<file path="src/rtl/mem_arbiter_if.sv">
// Bundle of icache, dcache and RAM-side signals around the memory arbiter.
// Latency: none (wires only).
// Backpressure: requesters hold requests until their wait drops; the RAM paces accesses with ram_ready.
//
// slave  : arbiter view (takes requests and RAM responses, drives waits, loads and RAM strobes)
// master : environment view (icache, dcache and RAM side)
interface mem_arbiter_if #(
    parameter int WORD_W = 32
);
    logic              iREN;
    logic [WORD_W-1:0] iaddr;
    logic              iwait;
    logic [WORD_W-1:0] iload;

    logic              dREN;
    logic              dWEN;
    logic [WORD_W-1:0] daddr;
    logic [WORD_W-1:0] dstore;
    logic              dwait;
    logic [WORD_W-1:0] dload;

    logic              ramREN;
    logic              ramWEN;
    logic [WORD_W-1:0] ramaddr;
    logic [WORD_W-1:0] ramstore;
    logic [WORD_W-1:0] ramload;
    logic              ram_ready;

    modport slave (
        input  iREN, iaddr, dREN, dWEN, daddr, dstore, ramload, ram_ready,
        output iwait, iload, dwait, dload, ramREN, ramWEN, ramaddr, ramstore
    );

    modport master (
        output iREN, iaddr, dREN, dWEN, daddr, dstore, ramload, ram_ready,
        input  iwait, iload, dwait, dload, ramREN, ramWEN, ramaddr, ramstore
    );
endinterface

</file>
<file path="src/rtl/mem_arbiter.sv">
// Round-robin arbiter serialising icache reads and dcache reads/writes onto one single-ported RAM.
// Latency: grant registered in IDLE, strobes the next cycle, completion in the cycle ram_ready is seen.
// Backpressure: iwait/dwait stay high until the access completes; a mandatory IDLE cycle separates accesses.
//
// Ports:
//   CLK      system clock, rising edge
//   RST      asynchronous reset, active high
//   bus      mem_arbiter_if.slave: icache (iREN/iaddr/iwait/iload), dcache (dREN/dWEN/daddr/dstore/
//            dwait/dload) and RAM (ramREN/ramWEN/ramaddr/ramstore/ramload/ram_ready)
module mem_arbiter #(
    parameter int WORD_W = 32
) (
    input  logic          CLK,
    input  logic          RST,
    mem_arbiter_if.slave  bus
);

    typedef enum logic [1:0] {
        IDLE = 2'd0,
        IACC = 2'd1,
        DACC = 2'd2
    } state_t;

    typedef enum logic {
        ICACHE = 1'b0,
        DCACHE = 1'b1
    } req_t;

    state_t state;
    req_t   last_grant;

    logic i_pend;
    logic d_pend;
    logic d_wr;
    logic i_live;
    logic d_live;

    assign i_pend = bus.iREN;
    assign d_pend = bus.dREN | bus.dWEN;
    // A simultaneous read and write request is served as a write.
    assign d_wr   = bus.dWEN;

    // An access is live only while its requester still asserts the request; dropping it
    // mid-access pulls the strobes down in the same cycle (abort).
    assign i_live = (state == IACC) && i_pend;
    assign d_live = (state == DACC) && d_pend;

    always_ff @(posedge CLK or posedge RST) begin
        if (RST) begin
            state      <= IDLE;
            last_grant <= ICACHE;
        end else begin
            case (state)
                IDLE: begin
                    // ram_ready is deliberately ignored here.
                    if (i_pend && d_pend) begin
                        state <= (last_grant == ICACHE) ? DACC : IACC;
                    end else if (i_pend) begin
                        state <= IACC;
                    end else if (d_pend) begin
                        state <= DACC;
                    end
                end
                IACC: begin
                    if (!i_pend) begin
                        // Abort: no completion, fairness history untouched.
                        state <= IDLE;
                    end else if (bus.ram_ready) begin
                        state      <= IDLE;
                        last_grant <= ICACHE;
                    end
                end
                DACC: begin
                    if (!d_pend) begin
                        state <= IDLE;
                    end else if (bus.ram_ready) begin
                        state      <= IDLE;
                        last_grant <= DCACHE;
                    end
                end
                default: begin
                    state <= IDLE;
                end
            endcase
        end
    end

    // Outputs are decoded from the state and the live request/ready inputs: the RAM address
    // follows the granted requester, aborts drop the strobes immediately, and completion is
    // reported in the very cycle ram_ready arrives. Reset forces IDLE, which decodes to the
    // all-idle output values.
    assign bus.ramREN   = i_live | (d_live & ~d_wr);
    assign bus.ramWEN   = d_live & d_wr;
    assign bus.ramaddr  = i_live ? bus.iaddr :
                          d_live ? bus.daddr : {WORD_W{1'b0}};
    assign bus.ramstore = (d_live && d_wr) ? bus.dstore : {WORD_W{1'b0}};

    assign bus.iwait = ~(i_live & bus.ram_ready);
    assign bus.dwait = ~(d_live & bus.ram_ready);

    // Loads are forced to zero outside their completion cycle; a dcache write returns zero.
    assign bus.iload = (i_live && bus.ram_ready) ? bus.ramload : {WORD_W{1'b0}};
    assign bus.dload = (d_live && bus.ram_ready && !d_wr) ? bus.ramload : {WORD_W{1'b0}};

endmodule

</file>
<file path="src/flat_wrapper.sv">
// flat-port wrapper written by rule: the top's interface ports become plain ports
module mem_arbiter_flat 
#(
    parameter int WORD_W = 32
)
  (CLK, RST, bus_iREN, bus_iaddr, bus_dREN, bus_dWEN, bus_daddr, bus_dstore, bus_ramload, bus_ram_ready, bus_iwait, bus_iload, bus_dwait, bus_dload, bus_ramREN, bus_ramWEN, bus_ramaddr, bus_ramstore);
  mem_arbiter_if #(.WORD_W(WORD_W)) bus_i ();
  input  logic CLK;
  input  logic RST;
  input wire logic [$bits(bus_i.iREN)-1:0] bus_iREN;
  input wire logic [$bits(bus_i.iaddr)-1:0] bus_iaddr;
  input wire logic [$bits(bus_i.dREN)-1:0] bus_dREN;
  input wire logic [$bits(bus_i.dWEN)-1:0] bus_dWEN;
  input wire logic [$bits(bus_i.daddr)-1:0] bus_daddr;
  input wire logic [$bits(bus_i.dstore)-1:0] bus_dstore;
  input wire logic [$bits(bus_i.ramload)-1:0] bus_ramload;
  input wire logic [$bits(bus_i.ram_ready)-1:0] bus_ram_ready;
  output wire logic [$bits(bus_i.iwait)-1:0] bus_iwait;
  output wire logic [$bits(bus_i.iload)-1:0] bus_iload;
  output wire logic [$bits(bus_i.dwait)-1:0] bus_dwait;
  output wire logic [$bits(bus_i.dload)-1:0] bus_dload;
  output wire logic [$bits(bus_i.ramREN)-1:0] bus_ramREN;
  output wire logic [$bits(bus_i.ramWEN)-1:0] bus_ramWEN;
  output wire logic [$bits(bus_i.ramaddr)-1:0] bus_ramaddr;
  output wire logic [$bits(bus_i.ramstore)-1:0] bus_ramstore;
  assign bus_i.iREN = bus_iREN;
  assign bus_i.iaddr = bus_iaddr;
  assign bus_i.dREN = bus_dREN;
  assign bus_i.dWEN = bus_dWEN;
  assign bus_i.daddr = bus_daddr;
  assign bus_i.dstore = bus_dstore;
  assign bus_i.ramload = bus_ramload;
  assign bus_i.ram_ready = bus_ram_ready;
  assign bus_iwait = bus_i.iwait;
  assign bus_iload = bus_i.iload;
  assign bus_dwait = bus_i.dwait;
  assign bus_dload = bus_i.dload;
  assign bus_ramREN = bus_i.ramREN;
  assign bus_ramWEN = bus_i.ramWEN;
  assign bus_ramaddr = bus_i.ramaddr;
  assign bus_ramstore = bus_i.ramstore;
  mem_arbiter #(.WORD_W(WORD_W)) u_core (.CLK(CLK), .RST(RST), .bus(bus_i));
endmodule
</file>
<file path="config.mk">
export PLATFORM = sky130hd
export DESIGN_NAME = mem_arbiter_flat
export DESIGN_NICKNAME = d
export VERILOG_FILES = /design/src/rtl/mem_arbiter_if.sv /design/src/rtl/mem_arbiter.sv /design/src/flat_wrapper.sv
export SDC_FILE = /design/constraint.sdc
export NUM_CORES = 1
export LEC_CHECK = 0
export ABC_CLOCK_PERIOD_IN_PS = 1600
export CORE_AREA = 2 2 102 104
export CTS_CLUSTER_SIZE = 8
export DETAILED_ROUTE_END_ITERATION = 10
export DIE_AREA = 0 0 104 106
export PLACE_DENSITY_LB_ADDON = 0.25
export SYNTH_ARGS = -nofsm -noshare
export SYNTH_HDL_FRONTEND = slang
export SYNTH_SLANG_ARGS = --single-unit
</file>
<file path="constraint.sdc">
create_clock -name CLK -period 1.6 [get_ports CLK]
set_input_delay 0.32 -clock CLK [delete_from_list [all_inputs] [get_ports CLK]]
set_output_delay 0.32 -clock CLK [all_outputs]
set_load 0.02 [all_outputs]
</file>
==> qor.txt <==
status: finished, violations left
failing checks: setup timing
sequential element share of the synthesized area: 6.154%
crit-path max FO: 8
pre-CTS setup slack: -0.8234 ns
largest net degree at the start of global routing: 35
chip height: 106 um
Hold Path Class: in -> async
Post-Synthesis Cells: 170
Worst slew margin: 86.62%
wire per inst: 15.72 um
clock sink total: 3
post-synthesis register bit count: 3
Slowest-stage cell, CP: dfrtp_1
diode count: 0
CTS Buf Count: 3
CTS tree: done
GRT Total Usage: 14.55%
Die X: 104 um
Max-Cap Viols: 0
RSZ-0062 raised after global routing: yes
final hold violations: 0
Max H-tree Level: 1
fmax: 528.8 MHz
Peak VDD IR: 0.3254 mV
Slew Viols, Final: 0
type of the worst setup path: reg -> out
clk buf depth: 2
worst-skew pair later-pin latency: 0.22 ns
share of the synthesized area in the top cell type: 32.82%
WP data arrival: 1.57 ns
count of cell types in the netlist: 22
dominant cell type by area after synthesis: and2_1
Initial Util: 12.20%
total global routing overflow: 0
layout cells sized above 1: 55.90%
die area: 11020 um2
Power Total: 0.003640 W
Crit. End Element: primary output
Starting DRT DRC Count: 59
most numerous cell in the Yosys netlist: and2_1
number of buffers inserted by hold repair at cts: 0
EDFF count, synth: 0
Startpoint Class: flip-flop
initial antenna violation count: 0
Std-Cell Rows: 37
post-route cell area: 4823 um2
Syn. warnings: 0
root cell of the clock tree: clkbuf_8
Nets: 593
dpl hpwl: 6256 um
Worst path most repeated cell: buf_6
synthesized cell area: 1220 um2
Antenna Nets Post-Route: 0
syn_nets: 304
power per cell area: 754.6 nW/um2
P&R area growth vs syn: 295.4%
Placed Area: 4080 um2
Residual DRC: 0
crit share post-route: 118.2%
RD Place Congestion: 0.7366
PnR worst setup slack: -0.2912 ns
via/cell ratio: 4.150
Detailed Routing Iterations Pass 1: 4
Util after Layout: 48.24%
# IOs: 266
syn avg cell area: 7.176 um2
LEAKAGE: 2.301 nW
Setup TNS: -30.50 ns
WL final: 9337 um
worst slew pin tran: 0.2007 ns
Crit path largest cell delay: 0.37 ns
total core area: 10000 um2
clk slew on worst S/H paths: 0.03 ns
required time of the critical path: 1.28 ns
CP cell instances: nand2b_4, buf_6, nor3_4, buf_6, buf_16, and2_4, buf_6
top cells by area, synth: and2_1, a22o_1, and3_1
via count: 2465
vias in the first global route: 2481
Synth top cells by count: and2_1, a22o_1, and3_1
port bufs: 265
Final Setup Violations: 132
asr flop ratio synth: 100.0%
minimum clock period: 1.891 ns
prevailing post-synth register cell: dfrtp_1
clock skew: 0.005170 ns
first-pass GRT wire length: 13150 um
-- placed cells by master, fill, tap and decap left out, drive strengths merged, types with 2 or more instances in the layout --
master | netlist | layout
a22o | 33 | 33
and2 | 64 | 64
dfrtp | 3 | 3
and3 | 32 | 32
nor3 | 2 | 2
nor2 | 3 | 3
nand2 | 3 | 3
buf | 13 | 168
dlygate4sd2 | 0 | 3
inv | 3 | 3
clkdlybuf4s50 | 0 | 129
clkbuf | 7 | 7
-- layout make-up --
| class | count | area, um2 |
|---|---|---|
| fillers | 967 | 5176 |
| repair buffers | 304 | 3291 |
| multi-input cells | 144 | 1230 |
| well taps | 136 | 170.2 |
| flip-flops and latches | 3 | 76.32 |
| clock buffers | 4 | 45.04 |
| inverters | 3 | 11.26 |
-- routing by layer --
metal	vias up	routed length, um	global-route usage, %
met3	11	930	5.028
met1	1113	3454	15.70
met2	159	4833	27.44
met4	0	119	2.992
li1	1182	-	-
met5	-	0	0
-- flip-flops by register name, summed over array words and instances (netlist names) --
| name | count |
|---|---|
| u_core.state | 2 |
| u_core.last_grant | 1 |
-- through the flow --
step | hold slack [ns] | instances
final | 0.2631 | 594
after global placement | 0.5015 | 563
after global routing | 0.2856 | 594
after floorplan | 0.07364 | 170
after CTS | 0.2668 | 584
after detailed placement | 0.5024 | 563
-- worst paths after layout --
kind	to	slack [ns]	start	cells past startpoint
setup / recovery	bus_dload[19]	-0.29	u_core.state[0]	7
hold / removal	u_core.state[0]	0.26	RST	2
setup reg to reg	u_core.last_grant	0.16	u_core.state[0]	8
hold reg to reg	u_core.last_grant	0.54	u_core.last_grant	1
max in group asynchronous	u_core.state[1]	1.19	RST	2
min in group CLK	u_core.last_grant	0.54	u_core.last_grant	1
-- logic make-up after synthesis --
| logic type | Yosys count | synth area share (%) |
|---|---|---|
| buffers and inverters | 23 | 11.28 |
| AO/OA/AOI/OAI | 36 | 25.74 |
| AND/OR/NAND/NOR | 108 | 56.82 |
| flip-flops | 3 | 6.154 |
-- report_power, final --
group	total (W)	switching, W	internal (W)
clock network	0.000227	0.0000565	0.000170
logic	0.00327	0.00139	0.00188
registers	0.000141	0.0000313	0.000110
-- what timing repair did --
item                       4_1_cts  5_1_grt
setup endpoints to repair      132      132
cloned                           6        4
gates resized for setup        703      166
buffers inserted                11        9
pin swaps                       36       41
-- worst max-delay path: cells and delay by family, from the launching register on --
kind	cells	cell delay (ns)
and+or+nand+nor	3	0.46
DFF	1	0.37
buffers and inverters	4	0.52
No activity file was read; power rests on OpenSTA's default activity.
